<file path="config.mk">
export PLATFORM = sky130hd
export DESIGN_NAME = track_scheduler
export DESIGN_NICKNAME = d
export VERILOG_FILES = /design/src/rtl/track_scheduler.sv
export SDC_FILE = /design/constraint.sdc
export NUM_CORES = 1
export LEC_CHECK = 0
export ABC_AREA = 1
export BUFFER_PORTS_ARGS = -buffer_cell sky130_fd_sc_hd__buf_2
export CAP_MARGIN = 20
export CORE_ASPECT_RATIO = 1.4
export CORE_MARGIN = 2
export CORE_UTILIZATION = 56
export DETAILED_ROUTE_END_ITERATION = 6
export GPL_ROUTABILITY_DRIVEN = 1
export PLACE_DENSITY = 0.76
export SYNTH_ARGS = -nofsm -noshare
export SYNTH_HDL_FRONTEND = slang
export SYNTH_SLANG_ARGS = --single-unit
</file>
<file path="constraint.sdc">
create_clock -name clk -period 14.7 [get_ports clk]
set_input_delay 2.94 -clock clk [delete_from_list [all_inputs] [get_ports clk]]
set_output_delay 2.94 -clock clk [all_outputs]
set_load 0.02 [all_outputs]
</file>
<file path="src/rtl/track_scheduler.sv">
// Latches per-track play requests, grants one by priority and drives the shared beat counter.
// Grant 1 cycle after the pending bit sets; done/aborted are registered into the first IDLE cycle.
module track_scheduler #(
  parameter int N_TRACKS = 9,
  parameter int BEAT_W   = 12,
  parameter int DIV_W    = 25,
  parameter int DEF_LEN  = 112,
  parameter int DEF_DIV  = 2097152
) (
  input  logic                clk,
  input  logic                rst,
  input  logic [N_TRACKS-1:0] req,
  input  logic                stop,
  input  logic                cfg_we,
  input  logic [3:0]          cfg_track,
  input  logic [BEAT_W-1:0]   cfg_len,
  input  logic [DIV_W-1:0]    cfg_div,
  input  logic [1:0]          cfg_prio,
  input  logic                cfg_loop,
  output logic                active,
  output logic [3:0]          track_id,
  output logic [BEAT_W-1:0]   ibeat,
  output logic                beat_tick,
  output logic                done,
  output logic                aborted
);

  typedef enum logic {IDLE = 1'b0, PLAY = 1'b1} state_t;
  state_t state, stateNext;

  localparam logic [4:0] NUM_TRACKS = 5'(N_TRACKS);

  logic [BEAT_W-1:0]   lenTab  [N_TRACKS];
  logic [DIV_W-1:0]    divTab  [N_TRACKS];
  logic [1:0]          prioTab [N_TRACKS];
  logic [N_TRACKS-1:0] loopTab;

  logic [N_TRACKS-1:0] pending;
  logic [3:0]          trackId;
  logic [BEAT_W-1:0]   beatCnt;
  logic [DIV_W-1:0]    divCnt;
  logic                doneR;
  logic                abortR;

  logic [BEAT_W-1:0]   curLen, effLen;
  logic [DIV_W-1:0]    curDiv, effDiv;
  logic [1:0]          curPrio;
  logic                curLoop;
  logic [N_TRACKS-1:0] curMask, grantMask, clrMask;
  logic                tick, lastBeat;
  logic                grantVld, higherPend;
  logic [3:0]          grantIdx;
  logic [1:0]          grantPrio;
  logic                doGrant, doRestart, doFinish, doAbort;

  always_ff @(posedge clk or posedge rst) begin
    if (rst) begin
      for (int i = 0; i < N_TRACKS; i++) begin
        lenTab[i]  <= BEAT_W'(DEF_LEN);
        divTab[i]  <= DIV_W'(DEF_DIV);
        prioTab[i] <= '0;
      end
      loopTab <= '0;
    end else if (cfg_we && ({1'b0, cfg_track} < NUM_TRACKS)) begin
      lenTab[cfg_track]  <= cfg_len;
      divTab[cfg_track]  <= cfg_div;
      prioTab[cfg_track] <= cfg_prio;
      loopTab[cfg_track] <= cfg_loop;
    end
  end

  // The table is read live, so a config write to the playing track applies next cycle.
  assign curLen   = lenTab[trackId];
  assign curDiv   = divTab[trackId];
  assign curPrio  = prioTab[trackId];
  assign curLoop  = loopTab[trackId];
  assign effLen   = (curLen == '0) ? BEAT_W'(1) : curLen;
  assign effDiv   = (curDiv == '0) ? DIV_W'(1) : curDiv;
  assign tick     = (state == PLAY) && (divCnt >= effDiv - DIV_W'(1));
  assign lastBeat = (beatCnt >= effLen - BEAT_W'(1));
  assign curMask  = N_TRACKS'(1) << trackId;
  assign grantMask = N_TRACKS'(1) << grantIdx;

  // Scanning from the top index down lets an equal-priority lower index take over.
  always_comb begin
    grantVld   = 1'b0;
    grantIdx   = '0;
    grantPrio  = '0;
    higherPend = 1'b0;
    for (int i = N_TRACKS - 1; i >= 0; i--) begin
      if (pending[i] && (!grantVld || prioTab[i] >= grantPrio)) begin
        grantVld  = 1'b1;
        grantIdx  = 4'(i);
        grantPrio = prioTab[i];
      end
      if (pending[i] && (prioTab[i] > curPrio)) higherPend = 1'b1;
    end
  end

  always_ff @(posedge clk or posedge rst) begin
    if (rst) state <= IDLE;
    else     state <= stateNext;
  end

  always_comb begin
    stateNext = state;
    doGrant   = 1'b0;
    doRestart = 1'b0;
    doFinish  = 1'b0;
    doAbort   = 1'b0;
    case (state)
      IDLE: begin
        if (!stop && grantVld) begin
          stateNext = PLAY;
          doGrant   = 1'b1;
        end
      end
      PLAY: begin
        if (stop || higherPend) begin
          stateNext = IDLE;
          doAbort   = 1'b1;
        end else if ((pending & curMask) != '0) begin
          doRestart = 1'b1;
        end else if (tick && lastBeat) begin
          if (curLoop) begin
            doRestart = 1'b1;
          end else begin
            stateNext = IDLE;
            doFinish  = 1'b1;
          end
        end
      end
      default: stateNext = IDLE;
    endcase
  end

  assign clrMask = doGrant ? grantMask : (doRestart ? curMask : '0);

  always_ff @(posedge clk or posedge rst) begin
    if (rst) begin
      pending <= '0;
      trackId <= '0;
      beatCnt <= '0;
      divCnt  <= '0;
      doneR   <= 1'b0;
      abortR  <= 1'b0;
    end else begin
      doneR  <= doFinish;
      abortR <= doAbort;
      if (stop) pending <= '0;
      else      pending <= (pending & ~clrMask) | req;
      // trackId survives into the first IDLE cycle so done/aborted can name it.
      if (doGrant)            trackId <= grantIdx;
      else if (state == IDLE) trackId <= '0;
      if (state == IDLE || doRestart || doAbort || doFinish) begin
        beatCnt <= '0;
        divCnt  <= '0;
      end else if (tick) begin
        beatCnt <= beatCnt + BEAT_W'(1);
        divCnt  <= '0;
      end else begin
        divCnt  <= divCnt + DIV_W'(1);
      end
    end
  end

  assign active    = (state == PLAY);
  assign track_id  = trackId;
  assign ibeat     = beatCnt;
  assign beat_tick = tick;
  assign done      = doneR;
  assign aborted   = abortR;

endmodule
</file>
# After elaboration in Yosys (flattened, before gate mapping)
# Index checks and enable logic that the tools add are counted.
dict set report classes {
  shift 2
  mux 87
  n_lt_le_gt_ge 26
  n_addsub 4
  eq_ne 1
  reduce_logical 48
  n_bitwise 7
}
# op n
set op_table {}
lappend op_table {{225-bit bitwise mux} 1}
lappend op_table {{25-bit 2-to-1 mux} 6}
lappend op_table {{108-bit bitwise mux} 1}
lappend op_table {{25-bit binary-select mux with 4-bit select} 1}
lappend op_table {{25-bit demux with 4-bit select} 1}
lappend op_table {{12-bit 2-to-1 mux} 6}
lappend op_table {{12-bit binary-select mux with 4-bit select} 1}
lappend op_table {{12-bit demux with 4-bit select} 1}
lappend op_table {{4-bit 2-to-1 mux} 11}
lappend op_table {{1-bit 2-to-1 mux} 37}
lappend op_table {{9-bit 2-to-1 mux} 3}
lappend op_table {{25-bit by 1-bit adder with 25-bit output, second input constant} 1}
lappend op_table {{25-bit >= comparator} 1}
lappend op_table {{25-bit zero test} 1}
lappend op_table {{25-bit by 1-bit subtractor with 25-bit output, second input constant} 1}
lappend op_table {{1-bit logical AND} 23}
lappend op_table {{2-bit 2-to-1 mux} 11}
lappend op_table {{9-bit bitwise AND} 2}
lappend op_table {{18-bit bitwise mux} 1}
lappend op_table {{2-bit greater-than comparator} 9}
lappend op_table {{1-bit by 4-bit left shift with 9-bit output, first input constant} 2}
lappend op_table {{2-bit >= comparator} 8}
lappend op_table {{12-bit by 1-bit adder with 12-bit output, second input constant} 1}
lappend op_table {{12-bit >= comparator} 1}
lappend op_table {{other kinds (22)} 44}
dict set report word_totals {
  input_bits 57
  output_inout_bits 20
  register_bits 413
  wordCells 210
}

# Logic depth before layout (Yosys ltp)
# Gate-level depths: netlist of the first run.
dict set report logic_depth {
  ltp_word 41
  depth_mapped 68
  ltp_nobuf 68
}

# Least setup slack after synthesis of the first run
# Ideal clock, no wire load.
dict set report synth_path {
  path_kind {reg-to-reg}
  from {reg pending[8]}
  to {reg pending[0]}
  path_buffers 0
  period_less_slack_ns 7.659
  setup_ns 0.078
  arrival_ns 7.581
  stages_incl_launch_ff 63
  path_slack_ns 7.041
  t_required_ns 14.622
  cell_sequence {dfrtp_1 nand2_1 inv_1 ha_1 inv_1 nand2_1 nand2_1 nand2_1 nand2_1 o21ai_0 ha_1 inv_1 nand2_1 a21boi_0 nand2_1 nand2_1 nand2_1 o21ai_0 (+27 left out) ha_1 o21ai_0 nand3b_1 nand2_1 nand2_1 o21ai_0 ha_1 o21ai_0 nand2_1 o21ai_0 nand2_1 nor4_1 nand2_1 nand2_1 nor2_1 nand2_1 nand2_1 a21oi_1}
}
dict set report synth_via {
  elab_chain_cells 41
  word_cells_on_any_way 84
  classes_between {8 x order compare; 1 x shift; 43 x mux; 4 x bitwise; 28 x reduce/logical}
}
# element line
set synth_lines {}
lappend synth_lines {{from (decl)} 38} ;# logic [N_TRACKS-1:0] pending;
lappend synth_lines {{from (signal assigned)} 151} ;# else pending <= (pending & ~clrMask) | req;
lappend synth_lines {{2-bit 2-to-1 mux or 1-bit 2-to-1 mux (tied branches)} 91} ;# if (pending[i] && (!grantVld || prioTab[i] >= grantPrio)) begin
lappend synth_lines {{2-bit >= comparator or 1-bit zero test (tied branches)} 91}
lappend synth_lines {{1-bit logical OR} 91}
lappend synth_lines {{1-bit logical AND} 91}
lappend synth_lines {{2-bit 2-to-1 mux or 1-bit 2-to-1 mux (tied branches)} 91}
lappend synth_lines {{2-bit >= comparator or 1-bit zero test (tied branches)} 91}
lappend synth_lines {{1-bit logical OR} 91}
lappend synth_lines {{1-bit logical AND} 91}
lappend synth_lines {{(+25 left out)} n/a}
lappend synth_lines {{1-bit logical AND} 113} ;# if (!stop && grantVld) begin
lappend synth_lines {{1-bit 2-to-1 mux} 113}
lappend synth_lines {{1-bit 2-to-1 mux} 111} ;# case (state)
lappend synth_lines {{9-bit 2-to-1 mux (*)} 137} ;# assign clrMask = doGrant ? grantMask : (doRestart ? curMask : '0);
lappend synth_lines {{9-bit NOT (*)} 151}
lappend synth_lines {{9-bit bitwise AND (*)} 151}
lappend synth_lines {{9-bit bitwise OR (*)} 151}
lappend synth_lines {{9-bit 2-to-1 mux (*)} 150} ;# if (stop) pending <= '0;
# Every way passes the cells marked *; elsewhere a longest branch is shown, timed or not.
# A chain may end at the register's enable or synchronous reset.

# Worst setup path after layout of the first run
dict set report layout_path {
  from {reg trackId[1], in the netlist track_id[1]}
  to {out beat_tick}
}
dict set report layout_via {
  elab_chain_cells 9
}
# element line
set layout_lines {}
lappend layout_lines {{from (decl)} 39} ;# logic [3:0] trackId;
lappend layout_lines {{from (signal assigned)} 153} ;# if (doGrant) trackId <= grantIdx;
lappend layout_lines {{4-bit NOT with 5-bit output (not written as such) (*)} 74} ;# assign curDiv = divTab[trackId];
lappend layout_lines {{25-bit binary-select mux with 4-bit select (*)} 74}
lappend layout_lines {{25-bit 2-to-1 mux (not written as such) (*) (2 in series)} 74}
lappend layout_lines {{25-bit zero test} 78} ;# assign effDiv = (curDiv == '0) ? DIV_W'(1) : curDiv;
lappend layout_lines {{25-bit 2-to-1 mux (*)} 78}
lappend layout_lines {{25-bit by 1-bit subtractor with 25-bit output (*)} 79} ;# assign tick = (state == PLAY) && (divCnt >= effDiv - DIV_W'(1));
lappend layout_lines {{25-bit >= comparator (*)} 79}
lappend layout_lines {{1-bit logical AND (*)} 79}
lappend layout_lines {{to (decl)} 23} ;# output logic beat_tick,
# Every way passes the cells marked *; elsewhere a longest branch is shown, timed or not. The select of a mux whose other input is x is not followed.

==> run_results.csv, run 1 <==
group,metric,value,unit
status,status,"finished, final reports clean",
synthesis,synth_seq_cells,413,
synthesis,synthArstFlopShare,100,%
floorplan,num_rows,83,
synthesis,synth_edf_count,0,
worst_setup_path,cp-endpoint,"beat_tick",
sta,skew,0.0195,ns
worst_setup_path,slowest_delay,0.71,ns
power,power.density,180,nW/um^2
global_routing,grt_antenna_before_repair,0,
detailed_routing,vias_per_cell,5.84,
run,drv_cap,0,
synthesis,synthCells,2484,
layout,nFillCells,3160,
floorplan,start_util,56.8,%
power,power_leakage,11.0,nW
sta,setup_viol_count_final,0,
synthesis,yosys_warnings,0,
sta,period_minus_slack,9.90,ns
synthesis,synth.area.top_cells,"dfrtp_1 45%, nand2_1 13%, o21ai_0 9.5%",
worst_setup_path,worst_ep_arrival_time,6.96,ns
layout,regArea,10400,um^2
worst_setup_path,startpoint,"track_id[1]",
synthesis,synth_fp_nets,2614,
place,dpl_cell_area,21400,um^2
clocking,cts_resized,0,
sta,finalMaxSlewViolations,0,
synthesis,seq_area_frac_synth,49.9,%
floorplan,die_y,232,um
clocking,postCtsSetupBuffers,0,
synthesis,netlist_top_cells_count,"723 x nand2_1, 396 x o21ai_0, 377 x dfrtp_1",
place,pre_cts_slack,5.48,ns
clocking,clk_path_buf_depth,3,
worst_setup_path,r2r-end,"pending[0]",
power,power,4.09,mW
layout,final_nets,2635,
detailed_routing,antenna_left,0,
worst_setup_path,start_kind,"flop",
clocking,cts_tree,"yes",
clocking,h-tree-depth,2,
place,numPortBuffers,76,
sta,hold_slack,0.482,ns
floorplan,dieArea,38700,um^2
hold_path,hp-class,"flop to flop",
worst_setup_path,crit_path_top_delay_cell,"nor3_4",
worst_setup_path,worstPathRequired,11.76,ns
sta,fin_crit_sh,67.4,%
worst_setup_path,worstPathMaxFanout,37,
floorplan,core-area,36700,um^2
global_routing,overflow,0,
synthesis,yosysTopAreaCellShare,45.3,%
synthesis,yosysMostFrequentCell,"nand2_1",
place,hpwl,33900,um
sta,timing.final.ws_setup,4.80,ns
power,ir_drop,0.126,mV
synthesis,ys_types,56,
sta,rsz0062_at_grt,"no",
sta,tns,0,ns
detailed_routing,vias,17500,
clocking,insertion_delay,0.55,ns
layout,instances_no_fill,3002,
synthesis,synth_ff_type,"dfrtp_1",
floorplan,num_io_pins,77,
synthesis,syn_area_per_cell,8.38,um^2
detailed_routing,route.detailed.drc,0,
worst_setup_path,critPathKind,"flop to output port",
synthesis,synth_top_area_cell,"dfrtp_1",
clocking,path_clk_slew,0.07,ns
worst_setup_path,ff2ff_setup_slack,5.66,ns
detailed_routing,drt_wl_total,54200,um
worst_setup_path,path_common_cell,"nand2_1",
clocking,hold_buffers,0,
sta,relSlewSlack,37.5,%
layout,layout-area-overhead-vs-synth,9.21,%
clocking,cts.root.buffer_cell,"clkbuf_16",
layout,drive_gt1_share,10.4,%
sta,finalHoldViolations,0,
global_routing,grt_usage,28.3,%
clocking,cts_buffers,40,
detailed_routing,first_pass_iters,5,
place,gp_congestion,0.953,
worst_setup_path,r2r-start,"pending[8]",
layout,fin_util,62.0,%
detailed_routing,drtIter0Drc,1414,
layout,multi_input_area,9150,um^2
hold_path,hold_path_startpoint,"lenTab[15]",
layout,final_cell_area,22700,um^2
global_routing,grt_pass1_wl,89600,um
floorplan,die_width,167,um
global_routing,grt_max_degree,114,
detailed_routing,routedWlPerCell,18.1,um
worst_setup_path,worstSetupEndpointType,"output port",
synthesis,syn_area,20800,um^2
sta,worstMarginPinSlew,0.937,ns
place,dpl.cell_count,2928,
global_routing,grt_pass1_vias,17500,
sta,fmax,0.101,GHz
worst_setup_path,r2r_cells,61,
layout,antennaDiodeCount,0,
clocking,cts.sinks,413,
final cells by class:
cell class,count,share of cell area (%)
sequential,413,45.7
multi-input combinational,1757,40.3
clock buffer,60,5.09
inverter,196,3.29
tap,467,2.57
timing repair buffer,97,2.54
clock inverter,12,0.545
where the power goes:
part	internal (mW)	switching [mW]
logic	0.531	1.04
registers	1.36	0.138
clock network	0.582	0.437
total	2.48	1.61
placed cells by master, fill, tap and decap left out, types with 7 or more instances in the layout:
master / instances
a21o_1: 13
a21oi_1: 63
a22oi_1: 73
a22oi_2: 8
a31oi_1: 32
buf_2: 76
buf_4: 19
clkbuf_1: 13
clkbuf_16: 41
dfrtp_1: 377
dfstp_2: 36
ha_1: 73
inv_1: 183
inv_2: 9
nand2_1: 715
nand2_2: 11
nand3_1: 44
nand4_1: 34
nor2_1: 131
nor2_2: 13
nor3_1: 20
nor3b_1: 7
nor4_1: 7
o211ai_1: 7
o21ai_0: 396
o22ai_1: 7
xor2_1: 39
per-layer routing:
metal | GRT usage [%] | up-vias | routed length, um
met5 | 0 | - | 0
met4 | 10.4 | 0 | 1700
met3 | 3.26 | 128 | 3100
met2 | 48.6 | 604 | 26800
met1 | 37.1 | 8474 | 22600
li1 | - | 8320 | -
critical path: cells and delay by family, from the launching register on:
| kind | cells | cell delay [ns] |
|---|---|---|
| simple gates | 16 | 2.97 |
| fa+ha+maj | 2 | 0.51 |
| flops | 1 | 0.48 |
| buf+inv | 7 | 1.81 |
| xor+xnor | 1 | 0.15 |
| compound gates | 3 | 0.46 |
sequential cells by signal (all words and copies together), names as in the netlist:
name,count
ibeat,12
loopTab,9
aborted,1
track_id,4
divCnt,25
divTab,225
active,1
done,1
prioTab,18
pending,9
lenTab,108
worst min path at each step:
stage	endpoint	slack (ns)	depth (start not counted)
3_3_place_gp	loopTab[8]	0.47	2
4_1_cts	lenTab[51]	0.49	2
5_1_grt	lenTab[2]	0.50	2
3_5_place_dp	lenTab[51]	0.47	2
6_report	lenTab[15]	0.48	2
2_1_floorplan	lenTab[10]	0.45	2
logic make-up after synthesis:
logic type	Yosys count	synth area share [%]
AO/OA/AOI/OAI	629	17.4
flip-flops	413	49.9
XOR/XNOR	43	1.81
AND/OR/NAND/NOR	1012	20.2
buffers and inverters	314	6.28
adder cells (fa/ha/maj)	73	4.39
Power figures use the tool's default switching activity.
==> run 2, diff against run 1 <==
- clock period: 14.7 -> 8 ns (I/O delays scaled with it)
==> run 2 against run 1 <==
Sequential share of layout area down 0.79 points. Die area stayed put. Highest routed layer unchanged. Critical endpoint unchanged. Total power up 87%. Wire length is 2.4% higher.
==> run_results.csv, run 2 (synthesis gave the netlist of run 1 again) <==
group,metric,value,unit
hold_path,hold_path_startpoint,"lenTab[3]",
sta,fmax,0.131,GHz
sta,skew,0.0234,ns
clocking,path_clk_slew,0.06,ns
layout,final_common_cell,"nand2_1",
power,power_leakage,11.1,nW
clocking,cts_tree,"yes",
global_routing,grt_pass1_vias,17600,
layout,final_cell_area,23100,um^2
worst_setup_path,slowest_delay,0.54,ns
status,status,"finished, final reports clean",
layout,regArea,10400,um^2
detailed_routing,drtIter0Drc,1517,
place,numPortBuffers,76,
worst_setup_path,worstPathRequired,6.40,ns
place,hpwl,33600,um
global_routing,grt_pass1_wl,89500,um
sta,relSlewSlack,25.2,%
global_routing,grt_max_degree,188,
sta,period_minus_slack,7.62,ns
clocking,cts.root.buffer_cell,"clkbuf_16",
place,dpl_cell_area,21600,um^2
layout,nFillCells,3086,
layout,largest_register_ffs,225,
floorplan,dieArea,38700,um^2
worst_setup_path,r2r_cells,63,
layout,top_regs,"divTab: 225 flops, lenTab: 108 flops, divCnt: 25 flops",
clocking,cts.sinks,413,
sta,worstMarginPinSlew,1.12,ns
clocking,clk_path_buf_depth,3,
floorplan,die_width,167,um
floorplan,core-area,36700,um^2
power,ir_drop,0.297,mV
run,drv_cap,0,
layout,regMostFlops,"divTab",
hold_path,holdPathEnd,"lenTab[3]",
hold_path,hold_depth,2,
place,dpl.cell_count,2955,
sta,setup_viol_count_final,0,
layout,drive_gt1_share,13.1,%
global_routing,grt_antenna_before_repair,1,
floorplan,die_y,232,um
clocking,cts_buffers,41,
detailed_routing,route.detailed.drc,0,
clocking,insertion_delay,0.56,ns
layout,multi_input_area,9340,um^2
detailed_routing,first_pass_iters,6,
power,power.density,330,nW/um^2
detailed_routing,vias_per_cell,5.87,
clocking,h-tree-depth,2,
layout,final_cell_mix,"697 x nand2_1, 381 x o21ai_0, 377 x dfrtp_1, 177 x inv_1, 126 x nor2_1",
worst_setup_path,r2r-end,"pending[1]",
detailed_routing,antenna_left,0,
sta,finalMaxSlewViolations,0,
layout,final_nets,2667,
place,gp_congestion,0.924,
sta,tns,0,ns
layout,instances_no_fill,3034,
global_routing,overflow,0,
worst_setup_path,worstPathMaxFanout,62,
worst_setup_path,worst_ep_arrival_time,6.02,ns
worst_setup_path,r2r-start,"pending[8]",
floorplan,start_util,56.8,%
worst_setup_path,path_common_cell,"nand2_1",
detailed_routing,vias,17800,
floorplan,num_rows,83,
hold_path,hp-class,"flop to flop",
floorplan,num_io_pins,77,
clocking,hold_buffers,0,
sta,finalHoldViolations,0,
detailed_routing,routedWlPerCell,18.3,um
worst_setup_path,critPathKind,"flop to output port",
detailed_routing,drt_wl_total,55500,um
layout,layout-area-overhead-vs-synth,11.1,%
global_routing,grt_usage,28.4,%
worst_setup_path,ff2ff_setup_slack,0.39,ns
layout,fin_util,63.1,%
sta,fin_crit_sh,95.3,%
worst_setup_path,crit_path_top_delay_cell,"dfrtp_1",
worst_setup_path,start_kind,"flop",
worst_setup_path,worstSetupEndpointType,"output port",
[run 2: changes by cell type in the layout (fill, tap and decap cells not counted), moves of 6 or more]
cell     delta
nand2_2    +15
nand2_1    -18
inv_1       -6
o21ai_0    -15
o21ai_2    +10
buf_4      +28
inv_2       +6
[run 2: final cells by class]
type                       instances  area share, %
tap                              467           2.53
antenna                            1         0.0108
inverter                         196           3.22
timing repair buffer             128           3.57
multi-input combinational       1757           40.4
sequential                       413           44.9
clock buffer                      62           4.91
clock inverter                    10          0.503
[run 2: through the flow]
stage	hold WS (ns)	setup WS, ns	power, mW
global route	0.497	-0.113	8.13
CTS	0.488	0.0173	7.57
finish	0.484	0.379	7.64
global placement	0.465	0.125	5.58
detailed placement	0.473	-0.321	5.71
floorplan	0.453	0.341	4.90
[run 2: repair_timing]
action / in CTS / in global routing
pin swaps: 9 / 28
setup endpoints to repair: 12 / 13
resized for setup: 18 / 56
buffers inserted: 0 / 6
cloned: 0 / 0
[run 2: worst max-delay path, delay by kind of cell, from the launching register on]
family	cells	cell delay, ns
xor gates and xnor gates	1	0.14
AOI/OAI and AO/OA	5	1.06
and+or+nand+nor	14	2.16
adders and majority gates	2	0.55
DFF	1	0.54
buffers and inverters	7	0.99
[run 2: metal layers]
layer	up-vias	track usage [%]	share of wire [%]
li1	8375	-	-
met1	8654	36.9	41
met2	646	49.6	49
met3	128	3.31	5.8
met4	0	9.67	3.3
met5	-	0	0
[run 2: power breakdown]
part	internal [mW]	leakage (nW)	switching, mW	total [mW]
clock network	1.05	0.602	0.797	1.84
registers	2.50	5.22	0.255	2.76
logic	1.05	5.32	1.98	3.03
total	4.60	11.1	3.03	7.64
[run 2: worst max-delay path by stage]
stage	start	end	slack [ns]
2_1_floorplan	pending[8]	pending[0]	0.34
3_5_place_dp	pending[8]	pending[1]	-0.32
4_1_cts	pending[8]	pending[1]	0.02
6_report	track_id[1]	beat_tick	0.38
3_3_place_gp	pending[8]	pending[1]	0.13
5_1_grt	pending[8]	pending[1]	-0.11
